### config.mk
export PLATFORM = sky130hd
export DESIGN_NAME = fp_alu_seq
export DESIGN_NICKNAME = d
export VERILOG_FILES = /design/src/rtl/fp_alu_seq.sv
export SDC_FILE = /design/constraint.sdc
export NUM_CORES = 2
export LEC_CHECK = 0
export CAP_MARGIN = 20
export CORE_ASPECT_RATIO = 0.9
export CORE_UTILIZATION = 50
export DETAILED_ROUTE_END_ITERATION = 6
export GPL_TIMING_DRIVEN = 0
export PLACE_DENSITY = 0.75
export SETUP_SLACK_MARGIN = 0.05
export SYNTH_ARGS = -nofsm -noshare
export SYNTH_HDL_FRONTEND = slang
export SYNTH_SLANG_ARGS = --single-unit
### constraint.sdc
create_clock -name clk -period 13.8 [get_ports clk]
set_input_delay 3.45 -clock clk [delete_from_list [all_inputs] [get_ports clk]]
set_output_delay 3.45 -clock clk [all_outputs]
set_load 0.03 [all_outputs]
### src/rtl/fp_alu_seq.sv
// Multi-cycle FP add/sub/mul, valid/ready on both sides, one op in flight.
// Define FP_ALU_RNE_EN for round-to-nearest-even; otherwise ROUND truncates.

module fp_alu_seq #(
   parameter  int EXP_W = 8,
   parameter  int MAN_W = 23,
   localparam int W     = 1 + EXP_W + MAN_W
) (
   input  logic         clk,
   input  logic         rst,
   input  logic         in_valid,
   output logic         in_ready,
   input  logic [1:0]   op,
   input  logic [W-1:0] a,
   input  logic [W-1:0] b,
   output logic         out_valid,
   input  logic         out_ready,
   output logic [W-1:0] result,
   output logic         overflow,
   output logic         zero
);

   localparam int XW = EXP_W + 2;
   localparam int MW = MAN_W + 1;
   localparam int GW = MAN_W + 4;
   localparam int SW = MAN_W + 5;
   localparam int PW = 2 * MAN_W + 2;
   localparam int HW = MAN_W + 3;
   localparam int CW = $clog2(MAN_W + 2);
   localparam int LW = $clog2(GW + 1);

   localparam logic signed [XW-1:0] X_BIAS = XW'(2**(EXP_W-1) - 1);
   localparam logic signed [XW-1:0] X_EMAX = XW'(2**EXP_W - 1);
   localparam logic signed [XW-1:0] X_ONE  = XW'(1);
   localparam logic signed [XW-1:0] X_ZERO = XW'(0);

   localparam logic [2:0] S_IDLE   = 3'd0;
   localparam logic [2:0] S_ALIGN  = 3'd1;
   localparam logic [2:0] S_ADDSUB = 3'd2;
   localparam logic [2:0] S_MULT   = 3'd3;
   localparam logic [2:0] S_NORM   = 3'd4;
   localparam logic [2:0] S_ROUND  = 3'd5;
   localparam logic [2:0] S_DONE   = 3'd6;

   logic [2:0]              r_state;
   logic                    r_mul;
   logic                    r_sa, r_sb;
   logic [EXP_W-1:0]        r_ea, r_eb;
   logic [MAN_W-1:0]        r_fa, r_fb;
   logic [MW-1:0]           r_ma, r_mb;
   logic                    r_za, r_zb, r_ia, r_ib;
   logic [GW-1:0]           r_big_m, r_sml_m;
   logic                    r_sub, r_rs;
   logic signed [XW-1:0]    r_re;
   logic [SW-1:0]           r_sum;
   logic [PW-1:0]           r_acc;
   logic [CW-1:0]           r_cnt;
   logic [GW-1:0]           r_nm;
   logic [W-1:0]            r_res;
   logic                    r_ov, r_zf;

   logic [EXP_W-1:0]        w_ea, w_eb;
   logic                    w_za, w_zb;
   assign w_ea = a[W-2:MAN_W];
   assign w_eb = b[W-2:MAN_W];
   assign w_za = (w_ea == '0);
   assign w_zb = (w_eb == '0);

   // Alignment: larger magnitude is "big", so subtraction never goes negative
   logic                    w_a_big, w_far;
   logic [EXP_W-1:0]        w_d;
   logic [MW-1:0]           w_bm, w_sm;
   logic [2*HW-1:0]         w_wide, w_shr;
   logic [GW-1:0]           w_sml_x;
   assign w_a_big = (r_ea > r_eb) || ((r_ea == r_eb) && (r_ma >= r_mb));
   assign w_d     = w_a_big ? r_ea - r_eb : r_eb - r_ea;
   assign w_bm    = w_a_big ? r_ma : r_mb;
   assign w_sm    = w_a_big ? r_mb : r_ma;
   assign w_far   = (32'(w_d) >= HW);
   assign w_wide  = {w_sm, 2'b00, {HW{1'b0}}};
   assign w_shr   = w_wide >> w_d;
   assign w_sml_x = w_far ? '0 : {w_shr[2*HW-1:HW], |w_shr[HW-1:0]};

   logic [PW-1:0]           w_pp, w_acc;
   logic [SW-1:0]           w_pk;
   assign w_pp  = r_mb[r_cnt] ? (PW'(r_ma) << r_cnt) : '0;
   assign w_acc = r_acc + w_pp;
   assign w_pk  = {w_acc[PW-1:MAN_W-2], |w_acc[MAN_W-3:0]};

   logic [LW-1:0]           w_lsh;
   logic                    w_hit;
   always_comb begin
      w_lsh = '0;
      w_hit = 1'b0;
      for (int i = GW - 1; i >= 0; i--) begin
         if (!w_hit && r_sum[i]) begin
            w_hit = 1'b1;
            w_lsh = LW'(GW - 1 - i);
         end
      end
   end

   logic [MAN_W-1:0]        w_frac;
   logic [MAN_W:0]          w_rf;
   logic signed [XW-1:0]    w_fe;
   assign w_frac = r_nm[GW-2:3];
`ifdef FP_ALU_RNE_EN
   logic                    w_up;
   assign w_up = r_nm[2] & (r_nm[1] | r_nm[0] | r_nm[3]);
   assign w_rf = {1'b0, w_frac} + {{MAN_W{1'b0}}, w_up};
`else
   assign w_rf = {1'b0, w_frac};
`endif
   assign w_fe = w_rf[MAN_W] ? r_re + X_ONE : r_re;

   logic [W-1:0]            w_res;
   logic                    w_ov, w_zf, w_isgn;
   assign w_isgn = r_mul ? (r_sa ^ r_sb) : (r_ia ? r_sa : r_sb);
   always_comb begin
      w_res = '0;
      w_ov  = 1'b0;
      w_zf  = 1'b0;
      if (r_ia | r_ib) begin
         if (r_mul ? (r_za | r_zb) : (r_ia & r_ib & (r_sa != r_sb))) begin
            w_zf = 1'b1;
         end else begin
            w_ov  = 1'b1;
            w_res = {w_isgn, {EXP_W{1'b1}}, {MAN_W{1'b0}}};
         end
      end else if (r_za | r_zb) begin
         if (r_mul | (r_za & r_zb)) w_zf = 1'b1;
         else if (r_za) w_res = {r_sb, r_eb, r_fb};
         else w_res = {r_sa, r_ea, r_fa};
      end else if (!r_nm[GW-1]) begin
         w_zf = 1'b1;
      end else if (w_fe >= X_EMAX) begin
         w_ov  = 1'b1;
         w_res = {r_rs, {EXP_W{1'b1}}, {MAN_W{1'b0}}};
      end else if (w_fe <= X_ZERO) begin
         w_zf = 1'b1;
      end else begin
         w_res = {r_rs, w_fe[EXP_W-1:0], w_rf[MAN_W-1:0]};
      end
   end

   always_ff @(posedge clk or posedge rst) begin
      if (rst) begin
         r_state <= S_IDLE;
         r_mul   <= 1'b0;
         r_sa    <= 1'b0;
         r_sb    <= 1'b0;
         r_ea    <= '0;
         r_eb    <= '0;
         r_fa    <= '0;
         r_fb    <= '0;
         r_ma    <= '0;
         r_mb    <= '0;
         r_za    <= 1'b0;
         r_zb    <= 1'b0;
         r_ia    <= 1'b0;
         r_ib    <= 1'b0;
         r_big_m <= '0;
         r_sml_m <= '0;
         r_sub   <= 1'b0;
         r_rs    <= 1'b0;
         r_re    <= '0;
         r_sum   <= '0;
         r_acc   <= '0;
         r_cnt   <= '0;
         r_nm    <= '0;
         r_res   <= '0;
         r_ov    <= 1'b0;
         r_zf    <= 1'b0;
      end else begin
         case (r_state)
            S_IDLE: begin
               if (in_valid) begin
                  r_mul   <= (op == 2'b10);
                  r_sa    <= a[W-1];
                  r_sb    <= b[W-1] ^ (op == 2'b01);
                  r_ea    <= w_ea;
                  r_eb    <= w_eb;
                  r_fa    <= a[MAN_W-1:0];
                  r_fb    <= b[MAN_W-1:0];
                  r_ma    <= w_za ? '0 : {1'b1, a[MAN_W-1:0]};
                  r_mb    <= w_zb ? '0 : {1'b1, b[MAN_W-1:0]};
                  r_za    <= w_za;
                  r_zb    <= w_zb;
                  r_ia    <= &w_ea;
                  r_ib    <= &w_eb;
                  r_rs    <= a[W-1] ^ b[W-1];
                  r_re    <= XW'(w_ea) + XW'(w_eb) - X_BIAS;
                  r_acc   <= '0;
                  r_cnt   <= '0;
                  r_state <= (op == 2'b10) ? S_MULT : S_ALIGN;
               end
            end
            S_ALIGN: begin
               r_big_m <= {w_bm, 3'b000};
               r_sml_m <= w_sml_x;
               r_sub   <= r_sa ^ r_sb;
               r_rs    <= w_a_big ? r_sa : r_sb;
               r_re    <= XW'(w_a_big ? r_ea : r_eb);
               r_state <= S_ADDSUB;
            end
            S_ADDSUB: begin
               r_sum   <= r_sub ? {1'b0, r_big_m} - {1'b0, r_sml_m}
                                : {1'b0, r_big_m} + {1'b0, r_sml_m};
               r_state <= S_NORM;
            end
            S_MULT: begin
               r_acc <= w_acc;
               r_cnt <= r_cnt + 1'b1;
               if (r_cnt == CW'(MAN_W)) begin
                  r_sum   <= w_pk;
                  r_state <= S_NORM;
               end
            end
            S_NORM: begin
               if (r_sum[SW-1]) begin
                  r_nm <= {r_sum[SW-1:2], r_sum[1] | r_sum[0]};
                  r_re <= r_re + X_ONE;
               end else begin
                  r_nm <= r_sum[GW-1:0] << w_lsh;
                  r_re <= r_re - XW'(w_lsh);
               end
               r_state <= S_ROUND;
            end
            S_ROUND: begin
               r_res   <= w_res;
               r_ov    <= w_ov;
               r_zf    <= w_zf;
               r_state <= S_DONE;
            end
            S_DONE: begin
               if (out_ready) r_state <= S_IDLE;
            end
            default: r_state <= S_IDLE;
         endcase
      end
   end

   assign in_ready  = (r_state == S_IDLE);
   assign out_valid = (r_state == S_DONE);
   assign result    = r_res;
   assign overflow  = r_ov;
   assign zero      = r_zf;

endmodule

==> impl_metrics.yaml <==
global_route:
  use_met2_pct: 57.60
  grt_pass1_wl_um: 151600
  grt_busiest_layer: "met2"
  gr-usage-met1_pct: 56.18
  antenna_found_initial: 1
  gr-total-overflow: 0
  grt_max_degree: 124
  grt_util_met3_pct: 9.436
  grt_pass1_vias: 24080
  grt_usage_pct: 39.36
finish:
  nets: 3456
  stdcell_area_um2: 28380
  syn2layout_area_growth_pct: 13.04
  fill_cells: 4593
  drive_gt1_share_pct: 4.955
clock_network:
  cts.path.max_buffers: 3
  cts_setup_buffers: 0
  cts_tree: "yes"
  cts_inserted_buffers: 38
  cts_root_buffer: "clkbuf_16"
  hold_buffers: 0
  clock_latency_ns: 0.59
  cts.sinks: 322
  cts_resized: 0
  clkSlewWorstSetupHoldPaths_ns: 0.06
  htreeDepth: 2
route:
  drtAntennaViolNets: 0
  drt_iter0_drc: 3313
  routed_wl_um: 102200
  drc: 1
  wl_per_cell_um: 26.07
  first_pass_iters: 7
  vias: 25740
  vias_per_cell: 6.566
yosys:
  synth-async-reset-ratio_pct: 100.0
  synth_top_cell_by_area: "dfrtp_1"
  synth_common_cells: "nand2_1, dfrtp_1, o21ai_0"
  synth_seq_cells: 322
  synth_top_area_share_pct: 32.10
  synthDistinctLibCells: 84
  ys.warnings.count: 0
  synth_edf_count: 0
  synth.most_common_cell: "nand2_1"
  synth_ff_type: "dfrtp_1"
  yosysSeqAreaShare_pct: 32.10
  synth_area_um2: 25110
  synth.net_count: 3307
  syn-instance-count: 3072
  syn_avg_cell_area_um2: 8.172
  synthTopCellsByArea: "dfrtp_1, ha_1, nand2_1"
die:
  fp.dieW_um: 238.2
  die_h_um: 214.6
  start_util_pct: 50.90
  rows: 77
  num_io_pins: 106
  die_area_um2: 51110
  core-area_um2: 49330
setup_path:
  worst_ep_required_time_ns: 14.22
  crit_family: "compound AO/OA/AOI/OAI gates"
  r2r-end: "r_sum[27]"
  reg2reg_from: "r_cnt[0]"
  arrival_ns: 8.17
  worst_setup_path_end_kind: "flop"
  crit_type: "flop to flop"
  crit_path_max_fanout: 10
  r2r_slack_ns: 6.05
  slowest_delay_ns: 0.64
  start_kind: "flop"
  cp_cell_sequence: "clkbuf_1 -> buf_1 -> clkbuf_1 -> clkbuf_1 -> inv_1 -> a31oi_1 -> nand2_1 -> o21ai_0 -> mux2_2 -> nor2_1 -> ha_1 -> a21o_1 -> a21o_1 -> a21oi_1 -> o2111ai_1 -> o31ai_1 -> a21oi_1 -> a211oi_1 -> o31ai_1 -> o41ai_1 -> xnor2_1 -> o21ai_0 -> o21ai_0 -> o21ai_0"
  critPathSlowestCell: "o31ai_1"
  path_buf_inv: 5
  crit_path_frequent_cell: "o21ai_0"
  rr_worst_depth: 24
sta:
  finalCritPeriodShare_pct: 56.16
  max_slew_margin_pct: 27.22
  fmax_mhz: 129.0
  hold_viol: 0
  slew_violations: 0
  finalSetupViolCount: 0
  worst_clock_skew_ns: 0.02975
  worst-slew-pin-transition_ns: 1.084
  hold_slack_ns: 0.4792
  rsz0062_at_grt: "no"
  period_minus_slack_ns: 7.749
hold_path:
  whs_endpoint: "r_fa[7]"
  hold_class: "flop to flop"
  hp-start: "r_fa[7]"
  hold_path_depth: 2
run:
  max_cap_violations: 0
outcome:
  status: "complete, but fails checks"
  violations: "DRC"
place:
  io_buffers: 105
  place_congestion: 1.022
  dp.final_hpwl_um: 79390
  dpl_cell_area_um2: 27060
-- placed cells by master, fill, tap and decap left out, drive strengths merged, types with 28 or more instances in the layout --
| cell type | Yosys | routed |
|---|---|---|
| clkbuf | 146 | 195 |
| nor2b | 29 | 29 |
| dfrtp | 322 | 322 |
| mux2i | 156 | 156 |
| a22o | 34 | 34 |
| o31ai | 29 | 29 |
| clkdlybuf4s50 | 0 | 105 |
| xor2 | 30 | 30 |
| ha | 159 | 159 |
| a31oi | 44 | 44 |
| nor3 | 62 | 62 |
| a21o | 55 | 55 |
| xnor2 | 54 | 54 |
| nor2 | 250 | 250 |
| nand2 | 467 | 467 |
| a21oi | 222 | 222 |
| o21ai | 272 | 272 |
| buf | 42 | 46 |
| nand3 | 65 | 65 |
| mux2 | 28 | 28 |
| inv | 148 | 148 |
-- through the flow --
step / instances / setup WS (ns) / setup TNS [ns] / util (%)
floorplan: 3072 / 1.437 / 0 / -
global placement: 3848 / -2.524 / -790.96 / 54.73
detailed placement: 3850 / 6.347 / 0 / 54.85
CTS: 3918 / 6.288 / 0 / 57.50
global route: 3920 / 5.552 / 0 / 57.53
finish: 3921 / 6.051 / 0 / 57.53
-- worst max-delay path by stage --
stage	start	endpoint	slack, ns	cells after the start
floorplan	rst	overflow	1.44	1
global placement	rst	result[4]	-2.52	2
detailed placement	r_cnt[0]	r_sum[27]	6.35	24
CTS	r_cnt[0]	r_sum[27]	6.29	24
global route	r_cnt[0]	r_sum[27]	5.55	24
finish	r_cnt[0]	r_sum[27]	6.05	24
-- flip-flops by register name, summed over array words and instances (netlist names), 3 cells and up --
| register | cells |
|---|---|
| r_nm | 24 |
| r_fa | 23 |
| r_sml_m | 27 |
| r_mb | 24 |
| r_acc | 48 |
| r_ma | 24 |
| r_fb | 23 |
| r_ea | 8 |
| r_re | 10 |
| r_state | 3 |
| r_eb | 8 |
| r_sum | 28 |
| result | 32 |
| r_big_m | 24 |
| r_cnt | 5 |
-- area by class of cell --
cell class	count	area, um^2	share of cell area (%)
Sequential cell	322	8058	28.39
Buffer	188	762.0	2.685
Multi-Input combinational cell	2411	15720	55.39
Timing Repair Buffer	109	1119	3.942
Tap cell	671	839.6	2.958
Clock inverter	19	242.7	0.8553
Clock buffer	49	1062	3.743
Antenna cell	1	2.502	0.008818
Inverter	151	574.3	2.024
-- worst register-to-register path, delay by kind of cell (launching register included) --
family | cells | cell delay (ns)
flip-flops | 1 | 0.34
AND/OR/NAND/NOR | 2 | 0.16
buffers and inverters | 5 | 1.97
AO/OA/AOI/OAI | 14 | 4.20
adder cells (fa/ha/maj) | 1 | 0.36
XOR/XNOR | 1 | 0.19
multiplexers | 1 | 0.36
-- cell families after synthesis --
family / after synthesis / synth area share (%)
AND/OR/NAND/NOR: 1029 / 18.20
AO/OA/AOI/OAI: 931 / 23.93
buffers and inverters: 339 / 5.293
flip-flops: 322 / 32.10
multiplexers: 202 / 9.120
adder cells (fa/ha/maj): 165 / 8.403
XOR/XNOR: 84 / 2.960
-- metal layers --
| layer | up-vias | wire (um) |
|---|---|---|
| li1 | 11410 | - |
| met1 | 12580 | 43630 |
| met2 | 1503 | 43140 |
| met3 | 254 | 11360 |
| met4 | 2 | 4097 |
| met5 | - | 11 |
Power is left out: the tool's default activity adds up to more than one toggle a clock period on the data nets, which glitch-free logic cannot reach.
